===== src/rtl/stream_arbiter.sv =====
// Round-robin stream arbiter: grants one channel at a time for up to MAXLEN words,
// separates blocks with idle control words and injects a single trigger token on request.
module stream_arbiter #(
   parameter int            NCH    = 16,
   parameter int            DW     = 16,
   parameter int            MAXLEN = 512,
   parameter logic [DW-1:0] IDLE_K = DW'(16'h50BC),
   parameter logic [DW-1:0] TRIG_K = DW'(16'h1CBC)
) (
   input  logic              clk,
   input  logic              reset,
   input  logic [NCH*DW-1:0] data,
   input  logic [NCH-1:0]    req,
   input  logic              trigger,
   output logic [NCH-1:0]    ack,
   output logic [DW-1:0]     dout,
   output logic              kchar
);

   localparam int LW = (NCH > 1) ? $clog2(NCH) : 1;
   localparam int CW = $clog2(MAXLEN + 1);
   localparam logic [CW-1:0] MAXC = CW'(MAXLEN);

   localparam logic [1:0] S_IDLE = 2'd0;
   localparam logic [1:0] S_XFER = 2'd1;
   localparam logic [1:0] S_TRIG = 2'd2;

   logic [1:0]              state;
   logic                    trig_pend;
   logic [LW-1:0]           last_winner;
   logic [LW-1:0]           winner;
   logic [LW:0]             idx;
   logic [CW-1:0]           count;
   logic [CW-1:0]           count_nxt;
   logic [NCH-1:0][DW-1:0]  words;

   assign words     = data;
   assign count_nxt = count + CW'(1);

   // Walk offsets from farthest to nearest so the nearest requester above last_winner wins.
   always_comb begin
      winner = last_winner;
      idx    = '0;
      for (int i = NCH; i >= 1; i--) begin
         idx = {1'b0, last_winner} + (LW+1)'(i);
         if (idx >= (LW+1)'(NCH)) idx = idx - (LW+1)'(NCH);
         if (req[idx[LW-1:0]]) winner = idx[LW-1:0];
      end
   end

   always_ff @(posedge clk or posedge reset) begin
      if (reset) begin
         state       <= S_IDLE;
         ack         <= '0;
         dout        <= IDLE_K;
         kchar       <= 1'b1;
         trig_pend   <= 1'b0;
         count       <= '0;
         last_winner <= LW'(NCH - 1);
      end else begin
         // A trigger arriving while the token goes out re-arms for another token.
         trig_pend <= (state == S_TRIG) ? trigger : (trig_pend | trigger);
         case (state)
            S_IDLE: begin
               dout  <= IDLE_K;
               kchar <= 1'b1;
               if (trig_pend) begin
                  state <= S_TRIG;
                  dout  <= TRIG_K;
               end else if (|req) begin
                  state       <= S_XFER;
                  ack         <= {{(NCH-1){1'b0}}, 1'b1} << winner;
                  last_winner <= winner;
                  count       <= '0;
               end
            end
            S_XFER: begin
               if (req[last_winner]) begin
                  dout  <= words[last_winner];
                  kchar <= 1'b0;
                  count <= count_nxt;
                  if (count_nxt == MAXC) begin
                     ack   <= '0;
                     state <= S_IDLE;
                  end
               end else begin
                  dout  <= IDLE_K;
                  kchar <= 1'b1;
                  ack   <= '0;
                  state <= S_IDLE;
               end
            end
            S_TRIG: begin
               dout  <= IDLE_K;
               kchar <= 1'b1;
               state <= S_IDLE;
            end
            default: begin
               dout  <= IDLE_K;
               kchar <= 1'b1;
               ack   <= '0;
               state <= S_IDLE;
            end
         endcase
      end
   end

endmodule


===== config.mk =====
export PLATFORM = sky130hd
export DESIGN_NAME = stream_arbiter
export DESIGN_NICKNAME = d
export VERILOG_FILES = /design/src/rtl/stream_arbiter.sv
export SDC_FILE = /design/constraint.sdc
export NUM_CORES = 1
export LEC_CHECK = 0
export BUFFER_PORTS_ARGS = -buffer_cell sky130_fd_sc_hd__buf_2
export CORE_AREA = 2 2 120 122
export CTS_CLUSTER_SIZE = 20
export DETAILED_ROUTE_END_ITERATION = 8
export DIE_AREA = 0 0 122 124
export PLACE_DENSITY = 0.83
export SLEW_MARGIN = 30
export SYNTH_ARGS = -nofsm -noshare
export SYNTH_HDL_FRONTEND = slang
export SYNTH_SLANG_ARGS = --single-unit

===== constraint.sdc =====
create_clock -name clk -period 5.08 [get_ports clk]
set_input_delay 0 -clock clk [delete_from_list [all_inputs] [get_ports clk]]
set_output_delay 0 -clock clk [all_outputs]
set_load 0.02 [all_outputs]

==> reports/qor.txt <==
GRT Util Overall: 0.3012
Placer Congestion: 1.073
Critical path type: reg -> reg
Clk pwr share: 0.070
Post-synth EDFFs: 0
Clk_lat worst skew: 0.29 ns
Most common cell after layout, fill and taps aside: buf_2
Max frequency: 0.2105 GHz
# nets final: 1094
Vias per cell: 6.331
Post-Syn Area: 0.006045 mm²
Power Dens Cells: 725.9 mW/mm²
DRC: 0
Worst Path Required: 5.25 ns
Final Hold Viols: 0
Commonest cells after routing, fill and taps aside: buf_2 (307), mux4_2 (103), dfrtp_1 (38)
Post-CTS Resized: 0
Core area: 0.01372 mm²
Die X-Extent: 122 µm
Max clock buf depth: 2
Combinational Power Share: 0.821
CP Launch Type: flip-flop
Vias in the first global route: 6034
Total length of routed wires: 23000 µm
Die height: 124 µm
Switching share of power: 0.4972
Worst-Margin Slew: 0.7739 ns
Num CTS Buffers: 5
Clk slew on worst S/H paths: 0.07 ns
Int Power: 2.902 mW
Wire per inst: 23.11 µm
Synthesized Nets: 803
Initial Util: 0.4406
Period utilisation layout: 0.9350
DP HPWL: 18720 µm
Share of synthesized registers carrying an async set or reset: 1.000
Slew Limit Headroom: 0.4840
NetSw: 2.870 mW
Clock skew: 0.008930 ns
RSZ-0062 raised after global routing: no
CP max FO: 12
Fin. max-slew vios: 0
Mapped Avg Cell Area: 11.62 µm²
Critical path's largest stage delay: 0.73 ns
CTS H-tree lvls: 2
CTS tree: done
Clock Sinks: 50
Initial antenna violation count: 5
Max Cap Viol: 0
Placed Cells incl. Taps: 982
Synth cell types: 68
Root buffer cell: clkbuf_16
Sequential fraction of the synthesis area: 0.2095
WP data arrival: 4.92 ns
Worst hold path type: in -> reg
Sum of negative setup slack: 0 ns
Yosys Warn Count: 0
Top-level I/O count: 308
Top FF cell, synth: dfrtp_1
Crit path buf inv count: 1
Port bufs: 307
Share of layout cells above drive strength 1: 0.5788
Critical Path, Cell by Cell: clkinv_1, ha_1, mux4_1, mux4_2, or4_4, nor4_1, a211o_1, a31oi_2, nor2b_1, a22o_1
Die area: 0.01513 mm²
Largest net degree at the start of global routing: 58
Register share of total power: 0.109
Post-Syn Instances: 520
Worst path slowest cell: mux4_1
Outcome: completed
Drt first-iter violations: 611
GRT Residual Overflow: 0
Final instance area: 0.007951 mm²
Finished Layout Cells: 995
Delay-heaviest family, CP: multiplexers
DR pass1 iterations: 5
Area of placed instances: 0.007742 mm²
CP Capture Type: flip-flop
Final Power: 5.772 mW
Seq cells post-synth: 50
Via count: 6299
Leakage power: 3.601 nW
Fin crit period: 4.750 ns
ANT nets after route: 0
Area added between synthesis and finish: 31.55%
First-pass GRT wire length: 34220 µm
Peak supply drop: 0.3700 mV
Setup Viol. Count Final: 0
FP Rows: 43
==> metrics by stage <==
| stage | setup WS, ns | hold WS [ns] | utilization |
|---|---|---|---|
| after floorplan | 0.5645 | 0.09229 | - |
| after detailed placement | 0.4230 | 0.1312 | 0.5643 |
| final | 0.3302 | 0.3262 | 0.5796 |
| after global routing | 0.2255 | 0.3380 | 0.5794 |
| after global placement | 0.5537 | 0.1823 | 0.5639 |
| after CTS | 0.3894 | 0.3253 | 0.5788 |
==> repair_timing <==
action / CTS / global route
hold buffers: 2 / 0
setup buffers: 0 / 0
hold endpoints to repair: 39 / 0
setup endpoints to repair: 0 / 0
==> registers in the layout, summed over array words and instances, names as in the netlist <==
signal,flops
ack,16
dout,16
count,10
last_winner,4
state,2
kchar,1
trig_pend,1
==> routing by layer <==
layer / share of wire / up-vias / routed length, µm / track usage
met5: 0.00083 / - / 19 / 0
li1: - / 2721 / - / -
met4: 0.027 / 4 / 630 / 0.09483
met3: 0.13 / 54 / 2919 / 0.09707
met2: 0.47 / 463 / 10840 / 0.4665
met1: 0.37 / 3057 / 8582 / 0.4045
==> cell families (layout without fill, tap and decap cells) <==
family,after synthesis,in the layout,synth area share
mux,152,152,0.4765
fa+ha+maj,8,8,0.01656
simple gates,130,130,0.1091
other cells,0,3,0
flops,50,50,0.2095
buf+inv,48,340,0.03395
compound gates,117,117,0.1314
xor+xnor,15,15,0.02298
==> path summary, 6_finish.rpt <==
check	start	end	slack, ns	depth (start not counted)
worst max-delay path	last_winner[0]	ack[8]	0.33	10
worst min-delay path	data[164]	dout[4]	0.33	4
worst max register to register	last_winner[0]	ack[8]	0.33	10
worst min register to register	ack[15]	ack[15]	0.49	2
max in group asynchronous	reset	count[7]	4.32	3
min in group asynchronous	reset	ack[15]	0.35	3
==> power groups by stage <==
stage | clock, mW | combinational [mW] | sequential [mW]
2_1_floorplan | 0 | 3.56 | 0.668
3_3_place_gp | 0 | 4.61 | 0.627
3_5_place_dp | 0 | 4.64 | 0.635
4_1_cts | 0.411 | 4.66 | 0.626
5_1_grt | 0.429 | 5.11 | 0.640
6_report | 0.405 | 4.74 | 0.630
==> synthesized netlist by cell type (all sizes together), types with 3 or more instances <==
library cell	count	area, µm²
a211oi	5	37.54
a21boi	3	22.52
a21oi	14	70.07
a22o	8	70.07
a22oi	6	45.04
a31oi	3	25.02
and2	4	25.02
and3	5	31.28
buf	20	100.1
clkbuf	16	60.06
clkinv	3	11.26
dfrtp	38	950.9
dfstp	12	315.3
ha	8	100.1
inv	9	33.78
mux2	14	157.7
mux2i	32	324.1
mux4	106	2399
nand2	36	135.1
nand2b	8	50.05
nand3	13	65.06
nor2	23	86.33
nor2b	15	93.84
nor3	4	20.02
nor4	7	43.79
o211ai	4	30.03
o21ai	42	210.2
o22ai	5	31.28
or2	8	50.05
xnor2	8	77.58
xor2	7	61.31
==> tightest hold or removal path: stages <==
cell	delay (ns)
buf_2	0.07
mux4_2	0.22
mux4_2	0.21
or2_2	0.09
==> final cells by class <==
type                            count  area (µm²)
Inverter                           12       47.55
Clock inverter                      2       38.79
Fill cell                        1183        5768
Antenna cell                        3       7.507
Clock buffer                        6       138.9
Multi-Input combinational cell    422        4577
Sequential cell                    50        1274
Timing Repair Buffer              320        1643
Tap cell                          180       225.2
Note: power is estimated with default switching activity, not from simulation.
